### src/rtl/load_store_unit_pkg.sv
// Shared definitions for the RV32I load/store unit: funct3 access codes,
// FSM state encodings and the access-size decode helper.
package load_store_unit_pkg;

  localparam logic [2:0] FUNCT3_LB  = 3'b000;
  localparam logic [2:0] FUNCT3_LH  = 3'b001;
  localparam logic [2:0] FUNCT3_LW  = 3'b010;
  localparam logic [2:0] FUNCT3_LBU = 3'b100;
  localparam logic [2:0] FUNCT3_LHU = 3'b101;
  localparam logic [2:0] FUNCT3_SB  = 3'b000;
  localparam logic [2:0] FUNCT3_SH  = 3'b001;
  localparam logic [2:0] FUNCT3_SW  = 3'b010;

  typedef enum logic [1:0] {
    LSU_IDLE = 2'b00,
    LSU_REQ  = 2'b01,
    LSU_DONE = 2'b10
  } lsu_state_t;

  typedef enum logic [1:0] {
    SIZE_B = 2'b00,
    SIZE_H = 2'b01,
    SIZE_W = 2'b10
  } lsu_size_t;

  // Access width from funct3; unsigned codes are loads only, so a store
  // carrying one (like any other undefined code) falls back to a word.
  function automatic lsu_size_t lsu_size(input logic [2:0] funct3, input logic is_store);
    lsu_size_t s;
    case (funct3)
      FUNCT3_LB:  s = SIZE_B;
      FUNCT3_LH:  s = SIZE_H;
      FUNCT3_LBU: s = is_store ? SIZE_W : SIZE_B;
      FUNCT3_LHU: s = is_store ? SIZE_W : SIZE_H;
      default:    s = SIZE_W;
    endcase
    return s;
  endfunction

endpackage

### src/rtl/load_store_unit_if.sv
// Data-memory bus: valid/ready request with byte strobes; read data is
// returned in the same cycle ready is asserted.
interface load_store_unit_if #(
  parameter int ADDR_WIDTH = 32
);
  logic                  valid;
  logic                  we;
  logic [ADDR_WIDTH-1:0] addr;
  logic [31:0]           wdata;
  logic [3:0]            wstrb;
  logic                  ready;
  logic [31:0]           rdata;

  modport master (output valid, we, addr, wdata, wstrb, input ready, rdata);
  modport slave  (input valid, we, addr, wdata, wstrb, output ready, rdata);
endinterface

### src/rtl/load_store_unit_align.sv
// Lane logic for the load/store unit (lsu_align): store strobes and
// lane-replicated write data from the live request, load lane extraction
// and extension from the latched request, and misalignment detection when
// LSU_MISALIGN_TRAP_EN is defined.
module load_store_unit_align
  import load_store_unit_pkg::*;
(
  input  logic [2:0]  req_funct3,
  input  logic        req_we,
  input  logic [1:0]  req_addr_lo,
  input  logic [31:0] req_wdata,
  output logic [3:0]  wstrb,
  output logic [31:0] wdata,
`ifdef LSU_MISALIGN_TRAP_EN
  output logic        misaligned,
`endif
  input  logic [2:0]  ld_funct3,
  input  logic [1:0]  ld_addr_lo,
  input  logic [31:0] ld_rdata,
  output logic [31:0] ld_data
);

  lsu_size_t req_size;
  lsu_size_t ld_size;
  logic [7:0]  ld_byte;
  logic [15:0] ld_half;

  assign req_size = lsu_size(req_funct3, req_we);
  assign ld_size  = lsu_size(ld_funct3, 1'b0);

  // Store strobes and replicated write data; low address bits beyond the
  // access width are simply not used, which forces alignment.
  always_comb begin
    wstrb = 4'b1111;
    wdata = req_wdata;
    case (req_size)
      SIZE_B: begin
        wstrb = 4'b0001 << req_addr_lo;
        wdata = {4{req_wdata[7:0]}};
      end
      SIZE_H: begin
        wstrb = 4'b0011 << {req_addr_lo[1], 1'b0};
        wdata = {2{req_wdata[15:0]}};
      end
      default: begin
        wstrb = 4'b1111;
        wdata = req_wdata;
      end
    endcase
  end

`ifdef LSU_MISALIGN_TRAP_EN
  // Misaligned when the low bits are not a multiple of the access width.
  always_comb begin
    misaligned = 1'b0;
    case (req_size)
      SIZE_B:  misaligned = 1'b0;
      SIZE_H:  misaligned = req_addr_lo[0];
      default: misaligned = (req_addr_lo != 2'b00);
    endcase
  end
`endif

  // Pick the addressed lane of the read word and sign/zero-extend it;
  // funct3[2] marks the unsigned variants.
  always_comb begin
    case (ld_addr_lo)
      2'b00:   ld_byte = ld_rdata[7:0];
      2'b01:   ld_byte = ld_rdata[15:8];
      2'b10:   ld_byte = ld_rdata[23:16];
      default: ld_byte = ld_rdata[31:24];
    endcase
    ld_half = ld_addr_lo[1] ? ld_rdata[31:16] : ld_rdata[15:0];
    case (ld_size)
      SIZE_B:  ld_data = ld_funct3[2] ? {24'h000000, ld_byte} : {{24{ld_byte[7]}}, ld_byte};
      SIZE_H:  ld_data = ld_funct3[2] ? {16'h0000, ld_half} : {{16{ld_half[15]}}, ld_half};
      default: ld_data = ld_rdata;
    endcase
  end

endmodule

### src/rtl/load_store_unit.sv
// RV32I load/store unit: accepts one load or store from the decoder, runs a
// valid/ready transaction on the data bus, and stalls the core until the
// access completes or times out. Optional feature macro:
// LSU_MISALIGN_TRAP_EN (trap misaligned accesses instead of forcing them
// aligned; adds port o_misaligned).
module load_store_unit
  import load_store_unit_pkg::*;
#(
  parameter int ADDR_WIDTH     = 32,
  parameter int TIMEOUT_CYCLES = 255
) (
  input  logic                  i_clk,
  input  logic                  i_rst,
  input  logic                  i_mem_re,
  input  logic                  i_mem_we,
  input  logic [2:0]            i_funct3,
  input  logic [ADDR_WIDTH-1:0] i_addr,
  input  logic [31:0]           i_wdata,
  output logic [31:0]           o_rdata,
  output logic                  o_stall,
  output logic                  o_bus_err,
`ifdef LSU_MISALIGN_TRAP_EN
  output logic                  o_misaligned,
`endif
  load_store_unit_if.master     bus
);

  localparam logic [7:0] CNT_LIMIT = 8'(TIMEOUT_CYCLES - 1);

  lsu_state_t  state;
  logic [7:0]  cnt;
  logic [2:0]  funct3_q;
  logic [1:0]  addr_lo_q;
  logic [3:0]  req_wstrb;
  logic [31:0] req_wdata;
  logic [31:0] ld_data;
`ifdef LSU_MISALIGN_TRAP_EN
  logic        req_misaligned;
`endif

  load_store_unit_align u_align (
    .req_funct3  (i_funct3),
    .req_we      (i_mem_we),
    .req_addr_lo (i_addr[1:0]),
    .req_wdata   (i_wdata),
    .wstrb       (req_wstrb),
    .wdata       (req_wdata),
`ifdef LSU_MISALIGN_TRAP_EN
    .misaligned  (req_misaligned),
`endif
    .ld_funct3   (funct3_q),
    .ld_addr_lo  (addr_lo_q),
    .ld_rdata    (bus.rdata),
    .ld_data     (ld_data)
  );

  // Stall raised combinationally as soon as a request shows up in IDLE,
  // held through REQ and released for the single DONE cycle.
  always_comb begin
    case (state)
      LSU_IDLE: o_stall = i_mem_re | i_mem_we;
      LSU_REQ:  o_stall = 1'b1;
      LSU_DONE: o_stall = 1'b0;
      default:  o_stall = 1'b0;
    endcase
  end

  // Access FSM with registered bus outputs, load result and error pulse.
  always_ff @(posedge i_clk or posedge i_rst) begin
    if (i_rst) begin
      state        <= LSU_IDLE;
      cnt          <= 8'd0;
      funct3_q     <= 3'b000;
      addr_lo_q    <= 2'b00;
      bus.valid    <= 1'b0;
      bus.we       <= 1'b0;
      bus.addr     <= '0;
      bus.wdata    <= 32'h0000_0000;
      bus.wstrb    <= 4'b0000;
      o_rdata      <= 32'h0000_0000;
      o_bus_err    <= 1'b0;
`ifdef LSU_MISALIGN_TRAP_EN
      o_misaligned <= 1'b0;
`endif
    end else begin
      o_bus_err    <= 1'b0;
`ifdef LSU_MISALIGN_TRAP_EN
      o_misaligned <= 1'b0;
`endif
      case (state)
        LSU_IDLE: begin
          if (i_mem_re | i_mem_we) begin
            // Store wins when both enables are high.
            cnt       <= 8'd0;
            funct3_q  <= i_funct3;
            addr_lo_q <= i_addr[1:0];
            bus.we    <= i_mem_we;
            bus.addr  <= {i_addr[ADDR_WIDTH-1:2], 2'b00};
            bus.wdata <= req_wdata;
            bus.wstrb <= i_mem_we ? req_wstrb : 4'b0000;
`ifdef LSU_MISALIGN_TRAP_EN
            if (req_misaligned) begin
              o_misaligned <= 1'b1;
              o_rdata      <= 32'h0000_0000;
              state        <= LSU_DONE;
            end else begin
              bus.valid <= 1'b1;
              state     <= LSU_REQ;
            end
`else
            bus.valid <= 1'b1;
            state     <= LSU_REQ;
`endif
          end
        end
        LSU_REQ: begin
          if (bus.ready) begin
            // Ready beats a timeout landing in the same cycle.
            bus.valid <= 1'b0;
            if (!bus.we) begin
              o_rdata <= ld_data;
            end
            state <= LSU_DONE;
          end else if (cnt == CNT_LIMIT) begin
            bus.valid <= 1'b0;
            o_rdata   <= 32'h0000_0000;
            o_bus_err <= 1'b1;
            state     <= LSU_DONE;
          end else begin
            cnt <= cnt + 8'd1;
          end
        end
        LSU_DONE: begin
          state <= LSU_IDLE;
        end
        default: begin
          bus.valid <= 1'b0;
          state     <= LSU_IDLE;
        end
      endcase
    end
  end

endmodule

### src/flat_wrapper.sv
// flat-port wrapper written by rule: the top's interface ports become plain ports
module load_store_unit_flat import load_store_unit_pkg::*;
#(
  parameter int ADDR_WIDTH     = 32,
  parameter int TIMEOUT_CYCLES = 255
)
  (i_clk, i_rst, i_mem_re, i_mem_we, i_funct3, i_addr, i_wdata, o_rdata, o_stall, o_bus_err, bus_valid, bus_we, bus_addr, bus_wdata, bus_wstrb, bus_ready, bus_rdata);
  load_store_unit_if #(.ADDR_WIDTH(ADDR_WIDTH)) bus_i ();
  input  logic i_clk;
  input  logic i_rst;
  input  logic i_mem_re;
  input  logic i_mem_we;
  input  logic [2:0] i_funct3;
  input  logic [ADDR_WIDTH-1:0] i_addr;
  input  logic [31:0] i_wdata;
  output logic [31:0] o_rdata;
  output logic o_stall;
  output logic o_bus_err;
  output wire logic [$bits(bus_i.valid)-1:0] bus_valid;
  output wire logic [$bits(bus_i.we)-1:0] bus_we;
  output wire logic [$bits(bus_i.addr)-1:0] bus_addr;
  output wire logic [$bits(bus_i.wdata)-1:0] bus_wdata;
  output wire logic [$bits(bus_i.wstrb)-1:0] bus_wstrb;
  input wire logic [$bits(bus_i.ready)-1:0] bus_ready;
  input wire logic [$bits(bus_i.rdata)-1:0] bus_rdata;
  assign bus_valid = bus_i.valid;
  assign bus_we = bus_i.we;
  assign bus_addr = bus_i.addr;
  assign bus_wdata = bus_i.wdata;
  assign bus_wstrb = bus_i.wstrb;
  assign bus_i.ready = bus_ready;
  assign bus_i.rdata = bus_rdata;
  load_store_unit #(.ADDR_WIDTH(ADDR_WIDTH), .TIMEOUT_CYCLES(TIMEOUT_CYCLES)) u_core (.i_clk(i_clk), .i_rst(i_rst), .i_mem_re(i_mem_re), .i_mem_we(i_mem_we), .i_funct3(i_funct3), .i_addr(i_addr), .i_wdata(i_wdata), .o_rdata(o_rdata), .o_stall(o_stall), .o_bus_err(o_bus_err), .bus(bus_i));
endmodule
### config.mk
export PLATFORM = sky130hd
export DESIGN_NAME = load_store_unit_flat
export DESIGN_NICKNAME = d
export VERILOG_FILES = /design/src/rtl/load_store_unit_pkg.sv /design/src/rtl/load_store_unit_if.sv /design/src/rtl/load_store_unit_align.sv /design/src/rtl/load_store_unit.sv /design/src/flat_wrapper.sv
export SDC_FILE = /design/constraint.sdc
export NUM_CORES = 1
export LEC_CHECK = 0
export CAP_MARGIN = 15
export CORE_MARGIN = 2
export CORE_UTILIZATION = 40
export DETAILED_ROUTE_END_ITERATION = 8
export PLACE_DENSITY = 0.83
export RECOVER_POWER = 25
export SETUP_SLACK_MARGIN = 0.1
export SLEW_MARGIN = 20
export SYNTH_ARGS = -nofsm -noshare
export SYNTH_HDL_FRONTEND = slang
export SYNTH_SLANG_ARGS = --single-unit
### constraint.sdc
create_clock -name i_clk -period 3.3 [get_ports i_clk]
set_clock_uncertainty 0.1 [all_clocks]
set_input_delay 0.33 -clock i_clk [delete_from_list [all_inputs] [get_ports i_clk]]
set_output_delay 0.33 -clock i_clk [all_outputs]
set_load 0.02 [all_outputs]
==> results of run 1 <==
-- registers in the layout (all words and copies together) (netlist names) --
signal and count:
u_core.o_bus_err 1, u_core.bus.wstrb 4, u_core.bus.addr 30, u_core.addr_lo_q 2
u_core.bus.we 1, u_core.cnt 8, u_core.o_rdata 32, u_core.bus.wdata 32
u_core.bus.valid 1, u_core.funct3_q 3, u_core.state 2
-- stage by stage --
step	std cells	hold slack (ps)	area (µm²)
final	976	343	8110
after detailed placement	944	357	7600
after global placement	944	351	7600
after global routing	976	347	8110
after CTS	976	329	8120
after floorplan	593	335	5420
-- cells by family (layout without fill, tap and decap cells) --
| kind of cell | count (synthesis) | in the layout | synth area share (%) |
|---|---|---|---|
| flip-flops | 116 | 116 | 53.7 |
| AND/OR/NAND/NOR | 264 | 264 | 20.6 |
| AO/OA/AOI/OAI | 124 | 124 | 14.0 |
| XOR/XNOR | 3 | 3 | 0.486 |
| other | 1 | 2 | 0.0693 |
| multiplexers | 35 | 35 | 6.73 |
| adder cells (fa/ha/maj) | 2 | 2 | 0.463 |
| buffers and inverters | 47 | 254 | 4.00 |
-- cell usage after synthesis, types with 4 or more instances --
cell | n | area share [%]
nand3_1 | 5 | 0.46
o21ai_0 | 55 | 5.1
dfrtp_1 | 116 | 54
a22o_1 | 20 | 3.2
a21oi_1 | 29 | 2.7
nor2b_1 | 10 | 1.2
clkbuf_1 | 25 | 1.7
inv_1 | 6 | 0.42
and2_1 | 4 | 0.46
o221ai_1 | 7 | 1.1
mux2i_1 | 33 | 6.1
buf_2 | 5 | 0.46
or3_1 | 7 | 0.81
nand2_1 | 209 | 15
nor3_1 | 5 | 0.46
nor2_1 | 12 | 0.83
buf_1 | 5 | 0.35
-- power by group --
part	total (W)	internal (W)	switching, W
logic	0.00373	0.00169	0.00204
clock network	0.00162	0.00101	0.000613
registers	0.00257	0.00208	0.000491
total	0.00793	0.00478	0.00314
-- final timing paths --
kind                                                      start                               to  slack [ps]  cells past startpoint
worst min-delay path                                 i_addr[30]  u_core.bus.addr[30]$_DFFE_PP0P_         340                      3
max in group i_clk              u_core.addr_lo_q[1]$_DFFE_PP0P_   u_core.o_rdata[30]$_DFFE_PP0P_        1010                      4
worst min register to register   u_core.o_rdata[10]$_DFFE_PP0P_   u_core.o_rdata[10]$_DFFE_PP0P_         360                      2
worst max-delay path                                      i_rst  u_core.bus.wdata[6]$_DFFE_PP0P_         900                      3
worst max register to register  u_core.addr_lo_q[1]$_DFFE_PP0P_   u_core.o_rdata[30]$_DFFE_PP0P_        1010                      4
min in group asynchronous                                 i_rst   u_core.funct3_q[0]$_DFFE_PP0P_         760                      2
-- metal layers --
layer,up-vias,GRT usage [%],part of all wire (%)
met1,2284,28.2,42
met3,30,8.16,9.5
li1,2393,-,-
met4,0,9.52,2.3
met2,210,35.2,46
met5,-,0,0
-- worst reg2reg max path: cells and delay by family, from the launching register on --
kind | cells | cell delay [ps]
AOI/OAI and AO/OA | 1 | 330
DFF | 1 | 700
muxes | 1 | 640
and+or+nand+nor | 2 | 400
-- layout make-up --
| type | instances | share of cell area [%] |
|---|---|---|
| clock inverters | 5 | 0.309 |
| multi-input cells | 430 | 28.4 |
| inverters | 6 | 0.293 |
| flip-flops and latches | 116 | 35.8 |
| repair buffers | 216 | 26.4 |
| clock buffers | 27 | 6.08 |
| well taps | 176 | 2.72 |
==> results.md, run 1 <==
* RSZ-0062 raised after global routing: false
* CP Cell Sequence: dlygate4sd3_1 -> clkinvlp_2 -> clkbuf_1
* Layout cell share with drive strength beyond 1 at 5.50%
* Seq/Total Area, Yosys at 53.7%
* Crit-path slowest cell: clkinvlp_2
* Top_reg_cell synth: dfrtp_1
* Worst slew pin tran at 1890 ps
* CP max FO at 41
* Power per cell area at between 900 and 1000 nW/µm²
* Layout area overhead at 50.0%
* Detailed Route Iter0 Violations at 294
* Sequential cell area at between 2000 and 3000 µm²
* Vias at just under 5000
* Outcome: finished with violations
* Core area at 13200 µm²
* Worst Hold Class: input port to register
* Multi-input logic area at about 2300 µm²
* CP Launch Type: input port
* TritonCTS clock tree: yes
* Detailed Route WL at ~16 mm
* Bufs and invs on worst path at 3
* First-pass GRT wire length at 25.2 mm
* Final setup violating endpoints at 0
* Hold Buf Count CTS at 0
* Drt wl/cell at around 16 µm
* Fin crit share at between 70% and 80%
* Die footprint at 14500 µm²
* Flop and latch count out of synthesis at ~120
* 1st-pass router iterations at 4
* Pleak at around 3.7 nW
* Die X at 120 µm
* Avg Inst Size Synth at approximately 9.1 µm²
* Nets at 893
* Most frequent cells in the layout: 209 x nand2_1, 204 x clkdlybuf4s50_1, 116 x dfrtp_1
* CP max stage delay at ~1100 ps
* Die H at between 100 and 150 µm
* Clock Tree Root: clkbuf_16
* Synthesized area at around 5400 µm²
* Starting Density at between 40% and 50%
* Initial antenna violation count at 0
* FILL cells at 1132
* Min cycle time layout at 2400 ps
* Largest net degree at the start of global routing at between 60 and 70
* Total power at around 0.008 W
* Vias in the first global route at 4875
* Crit Path Category: input port to asynchronous set/reset pin
* Final worst slack at 901 ps
* # clock sinks at roughly 120
* Post-detailed-route via-to-cell ratio at 5.04
* # diodes at 0
* Final Hold Violating Endpoints at 0
* Port Buffer Count at roughly 210
* Reg clk slew, reported paths at 50 ps
* Max Buffers Root-to-Sink at 2
* Critical path arrival at between 2000 and 3000 ps
* Achievable frequency at ~420 MHz
* Fin. max-slew vios at 41
* Relative slew margins at -26.4%
* WP data required at around 3600 ps
* Clk_lat worst skew at 410 ps
* Total GRT Usage at around 22%
* DP Worst Slack at about 1000 ps
* Commonest non-fill, non-tap cell in the layout: nand2_1
* Post-DP HPWL at approximately 11 mm
* CP Capture Type: asynchronous set/reset pin
* Cell variety after synth at 43
* CTS Buf Count at 17
* PostCTS Resize Cnt at 0
* I/O Pins at about 210
* Failing checks: capacitance limit, slew limit
* Site Rows at 42
* Worst vdd ir at ~0.5 mV
* Core Util, Final at just over 60%
* H-tree lvl count at 4
* Remaining DRCs at 0
* Total gr overflow at 0
* # Max-Cap Violations at 1
* Gp weighted congestion at ~0.8
* Synth Warn # at 0
* Post-route ant nets at 0
* Synth Instances at 592
* Critical path's top delay family: buffers and inverters
* Setup TNS at 0 ps
* Setup repair bufs after CTS at 0
* Post-synth ARST share at between 90% and 100%
* Post-synth EDFFs at 0
Note: power is estimated with default switching activity, not from simulation.
==> run 2: changes to the inputs <==
Clock period 3.3 ns to 2.2 ns, I/O delays scaled along.
==> run 2 against run 1 <==
- the flow now finishes without violations
- die area is the same
- worst setup slack worse by 620 ps
- cell count up 0.82%
- non-clock buffer count is 8 higher
- total power grew 60%
- register-to-register slack worse by 730 ps
- clock-buffer cell count fell by 3
- core utilization up 1.8 points
==> results.md, run 2 (synthesized netlist as in run 1, its figures left out) <==
* Outcome: finished clean
* Detailed Route WL at 15.6 mm
* H-tree lvl count at 4
* Worst r2r src: u_core.state[1]$_DFFE_PP0P_
* Drt wl/cell at between 15 and 20 µm
* Total gr overflow at 0
* Core area at roughly 13000 µm²
* Gp weighted congestion at 0.933
* Crit Path Category: register to register
* Reg2reg end: u_core.o_rdata[27]$_DFFE_PP0P_
* Hold path cells at 3
* Reg2Reg Setup Slack at around 280 ps
* Largest net degree at the start of global routing at 57
* Core Util, Final at a little over three fifths
* Min cycle time layout at slightly below 2000 ps
* RSZ-0062 raised after global routing: false
* Setup repair bufs after CTS at 0
* Die X at about 120 µm
* Port Buffer Count at about 210
* Worst slew pin tran at about 860 ps
* Worst Hold Launch: i_addr[29]
* Vias in the first global route at about 4900
* Starting Density at about two fifths
* CP Capture Type: register
* Remaining DRCs at 0
* # diodes at 0
* Post-route ant nets at 0
* # clock sinks at 116
* 1st-pass router iterations at 4
* FF-to-FF path depth at 4
* Placed Area at between 7000 and 8000 µm²
* Achievable frequency at 520 MHz
* Final instance area at 8350 µm²
* Final setup violating endpoints at 0
* Total GRT Usage at roughly 22%
* Layout area overhead at 54.4%
* WP data required at approximately 2400 ps
* Vias at about 5000
* Clk_lat worst skew at ~400 ps
* Worst Hold Class: input port to register
* Layout cell share with drive strength beyond 1 at ~7%
* Relative slew margins at a little over two fifths
* Post-DP HPWL at approximately 11 mm
* Fin crit share at around 87%
* Most frequent cells in the layout: 209 x nand2_1, 203 x clkdlybuf4s50_1, 116 x dfrtp_1
* Worst vdd ir at 0.743 mV
* CP Launch Type: register
* Die H at 120 µm
* Fin. max-slew vios at 0
* Post-detailed-route via-to-cell ratio at slightly above 5
* I/O Pins at ~210
* CTS Buf Count at 17
* Max Buffers Root-to-Sink at 2
* TritonCTS clock tree: yes
* Pleak at ~3.8 nW
* Clock Tree Root: clkbuf_16
* Power per cell area at between 1500 and 2000 nW/µm²
* Largest regs: u_core.bus.wdata x32, u_core.o_rdata x32, u_core.bus.addr x30
* # Max-Cap Violations at 0
* Site Rows at 42
* Hold Path End: u_core.bus.addr[29]$_DFFE_PP0P_
* CP max FO at 32
* Commonest non-fill, non-tap cell in the layout: nand2_1
* First-pass GRT wire length at 25.2 mm
* Setup TNS at 0 ps
* Nets at roughly 900
* Initial antenna violation count at 0
* Detailed Route Iter0 Violations at between 200 and 300
* Die footprint at 14500 µm²
* Critical path arrival at ~2100 ps
* Final Hold Violating Endpoints at 0
* Reg clk slew, reported paths at roughly 50 ps
[run 2: changes by cell type in the layout (fill, tap and decap cells not counted), sizes merged]
cell           previous run  this run
dlygate4sd2               0         1
clkdlybuf4s50           204       203
clkinv                    5         2
buf                      10        17
clkinvlp                  1         3
bufinv                    0         4
clkbuf                   28        26
[run 2: metrics by stage]
step                cells  worst slack, ps  hold WS [ps]  total power, W
finish                984              278           232          0.0127
global route          984              141           237          0.0134
CTS                   984              263          79.4          0.0128
detailed placement    952             77.3           356         0.00973
global placement      952              142           351         0.00961
floorplan             593              398           225         0.00689
[run 2: per-layer routing]
layer | wire, µm | global-route usage [%]
met1 | 6550 | 27.1
met2 | 7080 | 35.0
met3 | 1410 | 8.35
met4 | 556 | 10.7
met5 | 0 | 0
[run 2: layout make-up]
| class | instances | area (µm²) |
|---|---|---|
| well taps | 176 | 220 |
| multi-input cells | 430 | 2300 |
| inverters | 6 | 23.8 |
| flip-flops and latches | 116 | 2900 |
| repair buffers | 224 | 2260 |
| clock inverters | 8 | 145 |
| fillers | 1133 | 4890 |
| clock buffers | 24 | 502 |
[run 2: how the worst max path moves through the flow]
stage                                           start                               end  slack, ps
after floorplan           u_core.state[1]$_DFFE_PP0P_    u_core.o_rdata[26]$_DFFE_PP0P_        400
after global placement                       i_mem_we  u_core.bus.wdata[24]$_DFFE_PP0P_        140
after detailed placement                     i_mem_we  u_core.bus.wdata[18]$_DFFE_PP0P_         80
after CTS                 u_core.state[0]$_DFFE_PP0P_                           o_stall        260
after global routing                            i_rst   u_core.bus.addr[24]$_DFFE_PP0P_        140
final                     u_core.state[1]$_DFFE_PP0P_    u_core.o_rdata[27]$_DFFE_PP0P_        280
[run 2: timing repair]
action | 4_1_cts | 5_1_grt
hold buffers | 0 | 0
gates resized for setup | 1 | 0
setup endpoints to repair | 1 | 0
hold endpoints to repair | 0 | 0
[run 2: power breakdown]
group / total [W] / switching (W) / leakage [nW] / internal (W)
registers: 0.00379 / 0.000670 / 1.45 / 0.00312
clock network: 0.00300 / 0.000954 / 0.312 / 0.00204
logic: 0.00589 / 0.00318 / 2.01 / 0.00272
total: 0.0127 / 0.00480 / 3.78 / 0.00788
[run 2: critical path, cell delays in order, from the launching register on]
cell     delay, ps
dfrtp_1        490
or3b_1         430
o31a_1         340
buf_12         180
a22o_1         240
